$ cat src/rtl/mat_mult_seq.sv
`default_nettype none
// ============================================================================
// Module      : mat_mult_seq
// Description : Operand sequencer and result collector for a 4-element
//               row x column dot-product unit. Loads 4x4 A and B matrices
//               serially, issues all 16 (row, column) operand sets in
//               i-outer / j-inner order, captures the unit's registered sum
//               and streams the 16 results out over a valid/ready port.
// Revision    : 1.0 - initial release
// ============================================================================
module mat_mult_seq #(
    parameter int WIDTH_A_80 = 9,
    parameter int WIDTH_B_80 = 8,
    parameter int WIDTH_SUM  = 11
) (
    input  logic                  clk_80,
    input  logic                  rst_80,
    input  logic                  start_80,
    input  logic                  ld_valid_80,
    output logic                  ld_ready_80,
    input  logic [WIDTH_A_80-1:0] ld_data_80,
    output logic [WIDTH_A_80-1:0] A0_80,
    output logic [WIDTH_A_80-1:0] A1_80,
    output logic [WIDTH_A_80-1:0] A2_80,
    output logic [WIDTH_A_80-1:0] A3_80,
    output logic [WIDTH_B_80-1:0] B0_80,
    output logic [WIDTH_B_80-1:0] B1_80,
    output logic [WIDTH_B_80-1:0] B2_80,
    output logic [WIDTH_B_80-1:0] B3_80,
    input  logic [WIDTH_SUM-1:0]  ab_in_80,
    output logic                  res_valid_80,
    input  logic                  res_ready_80,
    output logic [WIDTH_SUM-1:0]  res_data_80,
    output logic                  res_last_80,
    output logic                  busy_80
);

    typedef enum logic [2:0] {
        S_IDLE    = 3'd0,
        S_LOAD_A  = 3'd1,
        S_LOAD_B  = 3'd2,
        S_ISSUE   = 3'd3,
        S_CAPTURE = 3'd4,
        S_OUT     = 3'd5
    } state_t;

    state_t                r_state;
    logic [3:0]            r_cnt;       // element index within the matrix being loaded
    logic [1:0]            r_i;         // current result row
    logic [1:0]            r_j;         // current result column

    // Matrix storage, row-major: element [r][c] lives at index {r, c}
    logic [WIDTH_A_80-1:0] r_mem_a [16];
    logic [WIDTH_B_80-1:0] r_mem_b [16];

    logic                  w_ld_hs;
    logic                  w_last_ld;
    logic [3:0]            w_pos;
    logic [1:0]            w_nxt_i;
    logic [1:0]            w_nxt_j;
    logic                  w_op_load;
    logic                  w_op_clear;

    assign w_ld_hs   = ld_valid_80 & ld_ready_80;
    assign w_last_ld = (r_cnt == 4'd15);

    // Position of the next (i,j) to issue: (0,0) when leaving the load phase,
    // otherwise the successor of the result just handed off.
    always_comb begin
        w_pos = 4'd0;
        if (r_state == S_OUT) begin
            w_pos = {r_i, r_j} + 4'd1;
        end
    end

    assign w_nxt_i = w_pos[3:2];
    assign w_nxt_j = w_pos[1:0];

    // Operands are refreshed exactly on the edge that enters ISSUE and are
    // dropped to zero on the edge that returns to IDLE.
    assign w_op_load  = ((r_state == S_LOAD_B) && w_ld_hs && w_last_ld) ||
                        ((r_state == S_OUT) && res_ready_80 && !res_last_80);
    assign w_op_clear = (r_state == S_OUT) && res_ready_80 && res_last_80;

    // Element store; storage is deliberately left out of reset.
    always_ff @(posedge clk_80) begin
        if (!rst_80 && w_ld_hs) begin
            if (r_state == S_LOAD_A) begin
                r_mem_a[r_cnt] <= ld_data_80;
            end else begin
                r_mem_b[r_cnt] <= ld_data_80[WIDTH_B_80-1:0];
            end
        end
    end

    // Operand registers: row i of A and column j of B.
    always_ff @(posedge clk_80) begin
        if (rst_80 || w_op_clear) begin
            A0_80 <= '0;
            A1_80 <= '0;
            A2_80 <= '0;
            A3_80 <= '0;
            B0_80 <= '0;
            B1_80 <= '0;
            B2_80 <= '0;
            B3_80 <= '0;
        end else if (w_op_load) begin
            A0_80 <= r_mem_a[{w_nxt_i, 2'd0}];
            A1_80 <= r_mem_a[{w_nxt_i, 2'd1}];
            A2_80 <= r_mem_a[{w_nxt_i, 2'd2}];
            A3_80 <= r_mem_a[{w_nxt_i, 2'd3}];
            B0_80 <= r_mem_b[{2'd0, w_nxt_j}];
            B1_80 <= r_mem_b[{2'd1, w_nxt_j}];
            B2_80 <= r_mem_b[{2'd2, w_nxt_j}];
            B3_80 <= r_mem_b[{2'd3, w_nxt_j}];
        end
    end

    // Control FSM with registered handshake and status outputs.
    always_ff @(posedge clk_80) begin
        if (rst_80) begin
            r_state      <= S_IDLE;
            r_cnt        <= 4'd0;
            r_i          <= 2'd0;
            r_j          <= 2'd0;
            ld_ready_80  <= 1'b0;
            res_valid_80 <= 1'b0;
            res_data_80  <= '0;
            res_last_80  <= 1'b0;
            busy_80      <= 1'b0;
        end else begin
            case (r_state)
                S_IDLE: begin
                    if (start_80) begin
                        r_state     <= S_LOAD_A;
                        r_cnt       <= 4'd0;
                        ld_ready_80 <= 1'b1;
                        busy_80     <= 1'b1;
                    end
                end
                S_LOAD_A: begin
                    if (w_ld_hs) begin
                        r_cnt <= r_cnt + 4'd1;
                        if (w_last_ld) begin
                            r_state <= S_LOAD_B;
                        end
                    end
                end
                S_LOAD_B: begin
                    if (w_ld_hs) begin
                        r_cnt <= r_cnt + 4'd1;
                        if (w_last_ld) begin
                            r_state     <= S_ISSUE;
                            ld_ready_80 <= 1'b0;
                            r_i         <= 2'd0;
                            r_j         <= 2'd0;
                        end
                    end
                end
                S_ISSUE: begin
                    r_state <= S_CAPTURE;
                end
                S_CAPTURE: begin
                    res_data_80  <= ab_in_80;
                    res_valid_80 <= 1'b1;
                    res_last_80  <= (r_i == 2'd3) && (r_j == 2'd3);
                    r_state      <= S_OUT;
                end
                S_OUT: begin
                    if (res_ready_80) begin
                        res_valid_80 <= 1'b0;
                        res_last_80  <= 1'b0;
                        if (res_last_80) begin
                            r_state <= S_IDLE;
                            busy_80 <= 1'b0;
                            r_i     <= 2'd0;
                            r_j     <= 2'd0;
                        end else begin
                            r_state <= S_ISSUE;
                            r_i     <= w_nxt_i;
                            r_j     <= w_nxt_j;
                        end
                    end
                end
                default: begin
                    r_state <= S_IDLE;
                end
            endcase
        end
    end

endmodule
`default_nettype wire
$ cat config.mk
export PLATFORM = sky130hd
export DESIGN_NAME = mat_mult_seq
export DESIGN_NICKNAME = d
export VERILOG_FILES = /design/src/rtl/mat_mult_seq.sv
export SDC_FILE = /design/constraint.sdc
export NUM_CORES = 1
export LEC_CHECK = 0
export ABC_AREA = 0
export ABC_CLOCK_PERIOD_IN_PS = 2090
export BUFFER_PORTS_ARGS = -buffer_cell sky130_fd_sc_hd__buf_2
export CORE_MARGIN = 5
export CORE_UTILIZATION = 55
export CTS_BUF_LIST = sky130_fd_sc_hd__clkbuf_8
export DETAILED_ROUTE_END_ITERATION = 10
export GPL_ROUTABILITY_DRIVEN = 0
export GPL_TIMING_DRIVEN = 0
export PLACE_DENSITY = 0.84
export RECOVER_POWER = 25
export REMOVE_ABC_BUFFERS = 1
export SLEW_MARGIN = 20
export SYNTH_ARGS = -nofsm -noshare
export SYNTH_HDL_FRONTEND = slang
export SYNTH_SLANG_ARGS = --single-unit
$ cat constraint.sdc
create_clock -name clk_80 -period 2.09 [get_ports clk_80]
set_input_delay 0.418 -clock clk_80 [delete_from_list [all_inputs] [get_ports clk_80]]
set_output_delay 0.418 -clock clk_80 [all_outputs]
set_load 0.01 [all_outputs]
# Yosys cells after proc, flatten, opt, wreduce, memory -nomap -nowiden
# Memories as Yosys holds them, arrays and structs flattened. A register that Yosys moved wholly into a read port is not among the register bits.
# Cells that the tools add are included.
# Widths: inputs -> output; s select.
word_totals:
  in_bits: 25
  word_cells: 90
  mem_count: 2
  ff_bits: 26
  ram_bits: 272
op_classes:
  bitwise: 1
  eq_ne: 16
  add_sub_neg: 2
  mux: 36
  reduce_logical: 24
mem_list:
  columns: ["memory", "depth", "word_bits", "read_ports", "rd_ports_with_merged_regs", "write_ports", "line_no", "rtl"]
  rows:
  - ["r_mem_a", 16, 9, 4, 4, 1, "53", "logic [WIDTH_A_80-1:0] r_mem_a [16];"]
  - ["r_mem_b", 16, 8, 4, 4, 1, "54", "logic [WIDTH_B_80-1:0] r_mem_b [16];"]
op_table:
  columns: ["cell", "n"]
  rows:
  - ["$mux 3", 6]
  - ["$pmux 3 s6", 1]
  - ["$mux 2", 7]
  - ["$ne 2x2->1 const B", 7]
  - ["$mux 1", 12]
  - ["$mux 4", 3]
  - ["$reduce_and 4->1", 3]
  - ["$reduce_bool 2->1", 5]
  - ["$add 4x1->4 const B", 2]
  - ["$pmux 1 s2", 4]
  - ["$pmux 2 s2", 2]
  - ["$pmux 4 s2", 1]
  - ["$logic_and 1x1->1", 7]
  - ["$eq 3x2->1 const B", 2]
  - ["$eq 3x3->1 const B", 2]
  - ["$reduce_and 6->1", 1]
  - ["$eq 2x2->1 const B", 2]
  - ["$eq 4x4->1 const B", 1]
  - ["$eq 3x1->1 const B", 1]
  - ["$logic_not 3->1", 1]
  - ["$reduce_and 3->1", 1]
  - ["$logic_not 1->1", 2]
  - ["$logic_or 1x1->1", 2]
  - ["$ne 2x1->1 const B", 1]
  - ["3 further kinds", 3]

# Longest topological paths before layout
logic_depth:
  word_depth: 5
  ltp_mapped: 9

# Worst setup path after synthesis
# Ideal clock, no wire load.
synth_timing:
  path_type: "register to register"
  start: "register r_state[0]"
  end: "memory r_mem_a[11][0] (enable)"
  setup_ns: 0.374
  required_ns: 1.716
  t_arrival_ns: 1.705
  path_slack_ns: 0.010
  synth_period_minus_slack_ns: 2.080
  path_stages_with_launch: 7
  cell_sequence: "dfxtp_1 -> buf_6 -> buf_2 -> nand2_1 -> nor4_1 -> nand2_1 -> nor2_1"
synth_via:
  elab_chain_cells: 4
synth_rtl:
  columns: ["element", "line_no", "rtl"]
  rows:
  - ["start: declaration", "47", "state_t r_state;"]
  - ["start signal: assignment", "122", "r_state <= S_IDLE;"]
  - ["start signal: assignment", "135", "r_state <= S_LOAD_A;"]
  - ["start signal: assignment", "145", "r_state <= S_LOAD_B;"]
  - ["$eq 3x1->1", "88", "if (r_state == S_LOAD_A) begin"]
  - ["$mux 1", "88", null]
  - ["$mux 1", "87", "if (!rst_80 && w_ld_hs) begin"]
  - ["$mux 1 (implied by the code)", "89", "r_mem_a[r_cnt] <= ld_data_80;"]
  - ["end: declaration", "53", null]
# Every way passes these cells.

# Final worst setup path
layout_timing:
  start: "register r_cnt[1]"
  end: "register A1_80[8] (read register of r_mem_a)"
layout_via:
  elab_chain_cells: 3
layout_rtl:
  columns: ["element", "line_no", "rtl"]
  rows:
  - ["start: declaration", "48", "logic [3:0] r_cnt;"]
  - ["start signal: assignment", "143", "r_cnt <= r_cnt + 4'd1;"]
  - ["start signal: assignment", "151", "r_cnt <= r_cnt + 4'd1;"]
  - ["$eq 4x4->1", "65", "assign w_last_ld = (r_cnt == 4'd15);"]
  - ["$logic_and 1x1->1", "81", "assign w_op_load = ((r_state == S_LOAD_B) && w_ld_hs && w_last_ld) ||"]
  - ["$logic_or 1x1->1", "81", null]
  - ["end: declaration", "23", "output logic [WIDTH_A_80-1:0] A1_80,"]
# Every way passes these cells.
# A chain may end at the register's enable or synchronous reset.

==> results.json <==
{
  "cts-root-buf": "clkbuf_8",
  "fin_util_pct": 66.2,
  "viasPerCell": 6.45,
  "ys_seq_area_share_pct": 68.0,
  "drc": 0,
  "slew_violations": 231,
  "grt_max_degree": 34,
  "dieHeight_um": 174,
  "grt_first_pass_wirelength_um": 62400,
  "crit_fanout": 8,
  "end_kind": "register",
  "layout_common_cells": "edfxtp_1 (272), nand2_1 (228), buf_2 (99)",
  "postLayoutSetupSlackWorst_ps": -101,
  "drt_iter0_markers": 1665,
  "num_antenna_cells": 0,
  "clk_pin_slew_ps": 90,
  "hpwl_um": 19000,
  "ir_drop_mv": 0.487,
  "place_inst": 1523,
  "hold_viol": 0,
  "critPathBufInv": 1,
  "timing.fmax_mhz": 456,
  "core-area_mm2": 0.0267,
  "cp.required_ps": 2570,
  "p_leak_nw": 6.26,
  "hold_class": "input pin to register",
  "gr-total-overflow": 0,
  "htreeDepth": 2,
  "slowest_stage": "or4_4",
  "rows": 60,
  "crit_type": "register to register",
  "firstDrtPassIters": 6,
  "antenna_left": 0,
  "use_met2_pct": 44.1,
  "fin_nets": 1320,
  "cts_made_buffers": 54,
  "cts.sinks": 366,
  "die_w_um": 174,
  "crit_family": "simple AND/OR/NAND/NOR gates",
  "setup_viol": 29,
  "synth_area_leaders": "edfxtp_1 (55%), dfxtp_1 (13%), nand2_1 (6.1%), a221oi_2 (3.7%), o221ai_2 (2.8%)",
  "drt-total-wl_um": 43400,
  "synth_seq_cells": 366,
  "synth_top_area_share_pct": 55.3,
  "grtUsageTotal_pct": 26.3,
  "syn_area_per_cell_um2": 13.0,
  "max_cap_viol_count": 7,
  "slew_headroom_pct": -18.9,
  "violations": "capacitance limit, slew limit, setup timing",
  "routedWlPerCell_um": 25.9,
  "async_reset_ff_share_pct": 0,
  "synth.distinct_cells": 50,
  "grt_pass1_vias": 10891,
  "clockBufferDepth": 3,
  "worstMarginPinSlew_ps": 1780,
  "netlist_instances": 1136,
  "fin_crit_ps": 2190,
  "yosysWarnings": 0,
  "critPathArrivalTime_ps": 2670,
  "vias": 10796,
  "cts_tree": "done",
  "synth_area_mm2": 0.0148,
  "io_buffer_count": 107,
  "fin_crit_sh_pct": 105,
  "grt.busiest_layer": "met2",
  "final.setup_skew_ps": 34.2,
  "met3_usage_pct": 5.37,
  "status": "finished, violations left",
  "initial_core_util_pct": 55.3,
  "startpoint_type": "register",
  "synth-edff-count": 272,
  "grtUsageMet1_pct": 32.3,
  "grt_antenna_before_repair": 1,
  "layout.cells.non_filler": 1674,
  "power_density_mw_per_mm2": 799,
  "synth_largest_area_cell": "edfxtp_1",
  "synth_ff_type": "edfxtp_1",
  "final_layout_size_suffix_gt1_share_pct": 32.1,
  "path_cells": "ha_4, nand2_4, or4_4, buf_12, nand2_8, o221ai_2, a221oi_2",
  "insertion_delay_ps": 600,
  "finalSetupTns_ps": -539,
  "io_pins": 108,
  "final_area_mm2": 0.0177,
  "slowest_delay_ps": 610,
  "dieArea_mm2": 0.0302,
  "final_common_cell": "edfxtp_1",
  "syn_to_final_growth_pct": 19.8,
  "rsz0062_at_grt": "true",
  "placed_area_mm2": 0.0156
}
==> cells by family after synthesis <==
| logic type | after synthesis | share of synthesized area (%) |
|---|---|---|
| AOI/OAI and AO/OA | 182 | 11.4 |
| DFF | 366 | 68.0 |
| and+or+nand+nor | 429 | 13.4 |
| muxes | 34 | 2.30 |
| xor gates and xnor gates | 4 | 0.288 |
| buffers and inverters | 116 | 4.10 |
| adders and majority gates | 5 | 0.423 |
==> sequential cells by signal, indices dropped and copies added, names as in the netlist, 9 cells and up <==
| register | flops |
|---|---|
| r_mem_a | 144 |
| r_mem_b | 128 |
| res_data_80 | 11 |
| A0_80 | 9 |
| A1_80 | 9 |
| A2_80 | 9 |
| A3_80 | 9 |
==> worst reg2reg max path, delay by kind of cell (launching register included) <==
kind                       cells  cell delay, ps
buffers and inverters          1             200
DFF                            1             400
AOI/OAI and AO/OA              2             400
and+or+nand+nor                3             870
adders and majority gates      1             190
==> power by group <==
part	internal (mW)	leakage (nW)	switching [mW]
Sequential	7.84	3.21	0.0726
Clock	2.74	0.597	2.88
Combinational	0.189	2.46	0.425
Total	10.8	6.26	3.38
==> timing repair <==
| action | CTS | global route |
|---|---|---|
| endpoints found under the setup margin | 345 | 344 |
| hold buffers | 0 | 0 |
| pin swaps | 14 | 11 |
| resized for setup | 100 | 34 |
| cloned | 10 | 2 |
| setup buffers | 25 | 15 |
==> synthesized netlist by cell type (2+ instances only) <==
| cell | count |
|---|---|
| nand3_1 | 83 |
| a22oi_1 | 2 |
| buf_2 | 19 |
| xnor2_1 | 2 |
| a21oi_1 | 34 |
| o21ai_0 | 44 |
| a31oi_1 | 2 |
| and2_1 | 2 |
| nor2b_1 | 4 |
| dfxtp_1 | 94 |
| nor3_1 | 5 |
| o221ai_1 | 8 |
| or3_1 | 6 |
| nor3b_1 | 3 |
| buf_8 | 2 |
| mux2i_1 | 34 |
| buf_1 | 8 |
| nor2_1 | 49 |
| a221oi_2 | 36 |
| nand3_2 | 20 |
| nand2b_1 | 6 |
| edfxtp_1 | 272 |
| clkbuf_1 | 33 |
| a21o_1 | 2 |
| a21oi_2 | 21 |
| buf_12 | 3 |
| buf_6 | 10 |
| inv_1 | 41 |
| ha_1 | 5 |
| nand2_1 | 239 |
| o221ai_2 | 28 |
==> layer usage <==
metal	share of wire [%]	vias to the layer above
met2	48	922
met4	6.0	2
met5	0.030	-
met3	12	221
met1	34	5189
li1	-	4462
==> layout make-up <==
cell class	instances	area, um^2
sequential	366	10100
timing repair buffer	161	1230
fill	1688	9020
inverter	41	154
multi-input combinational	666	4800
tap	341	427
clock buffer	59	812
clock inverter	40	203
==> per-stage QoR <==
| step | hold slack (ps) | total power [mW] | worst slack, ps |
|---|---|---|---|
| final | 74.2 | 14.2 | -101 |
| after global placement | 440 | 8.50 | -5450 |
| after global routing | 50.3 | 14.5 | -118 |
| after detailed placement | 443 | 8.54 | -1070 |
| after CTS | 48.9 | 13.9 | -33.4 |
| after floorplan | 474 | 8.29 | -3140 |
==> final timing paths <==
check | startpoint | end | slack, ps | depth (start not counted)
worst max-delay path | r_cnt[1]$_SDFFE_PP0P_ | A1_80[8]$_SDFFE_PP0P_ | -100 | 7
worst min-delay path | ab_in_80[4] | res_data_80[4]$_SDFFE_PP0P_ | 70 | 3
worst max register to register | r_cnt[1]$_SDFFE_PP0P_ | A1_80[8]$_SDFFE_PP0P_ | -100 | 7
worst min register to register | B2_80[2]$_SDFFE_PP0P_ | B2_80[2]$_SDFFE_PP0P_ | 450 | 2
No activity file was read; power rests on OpenSTA's default activity.
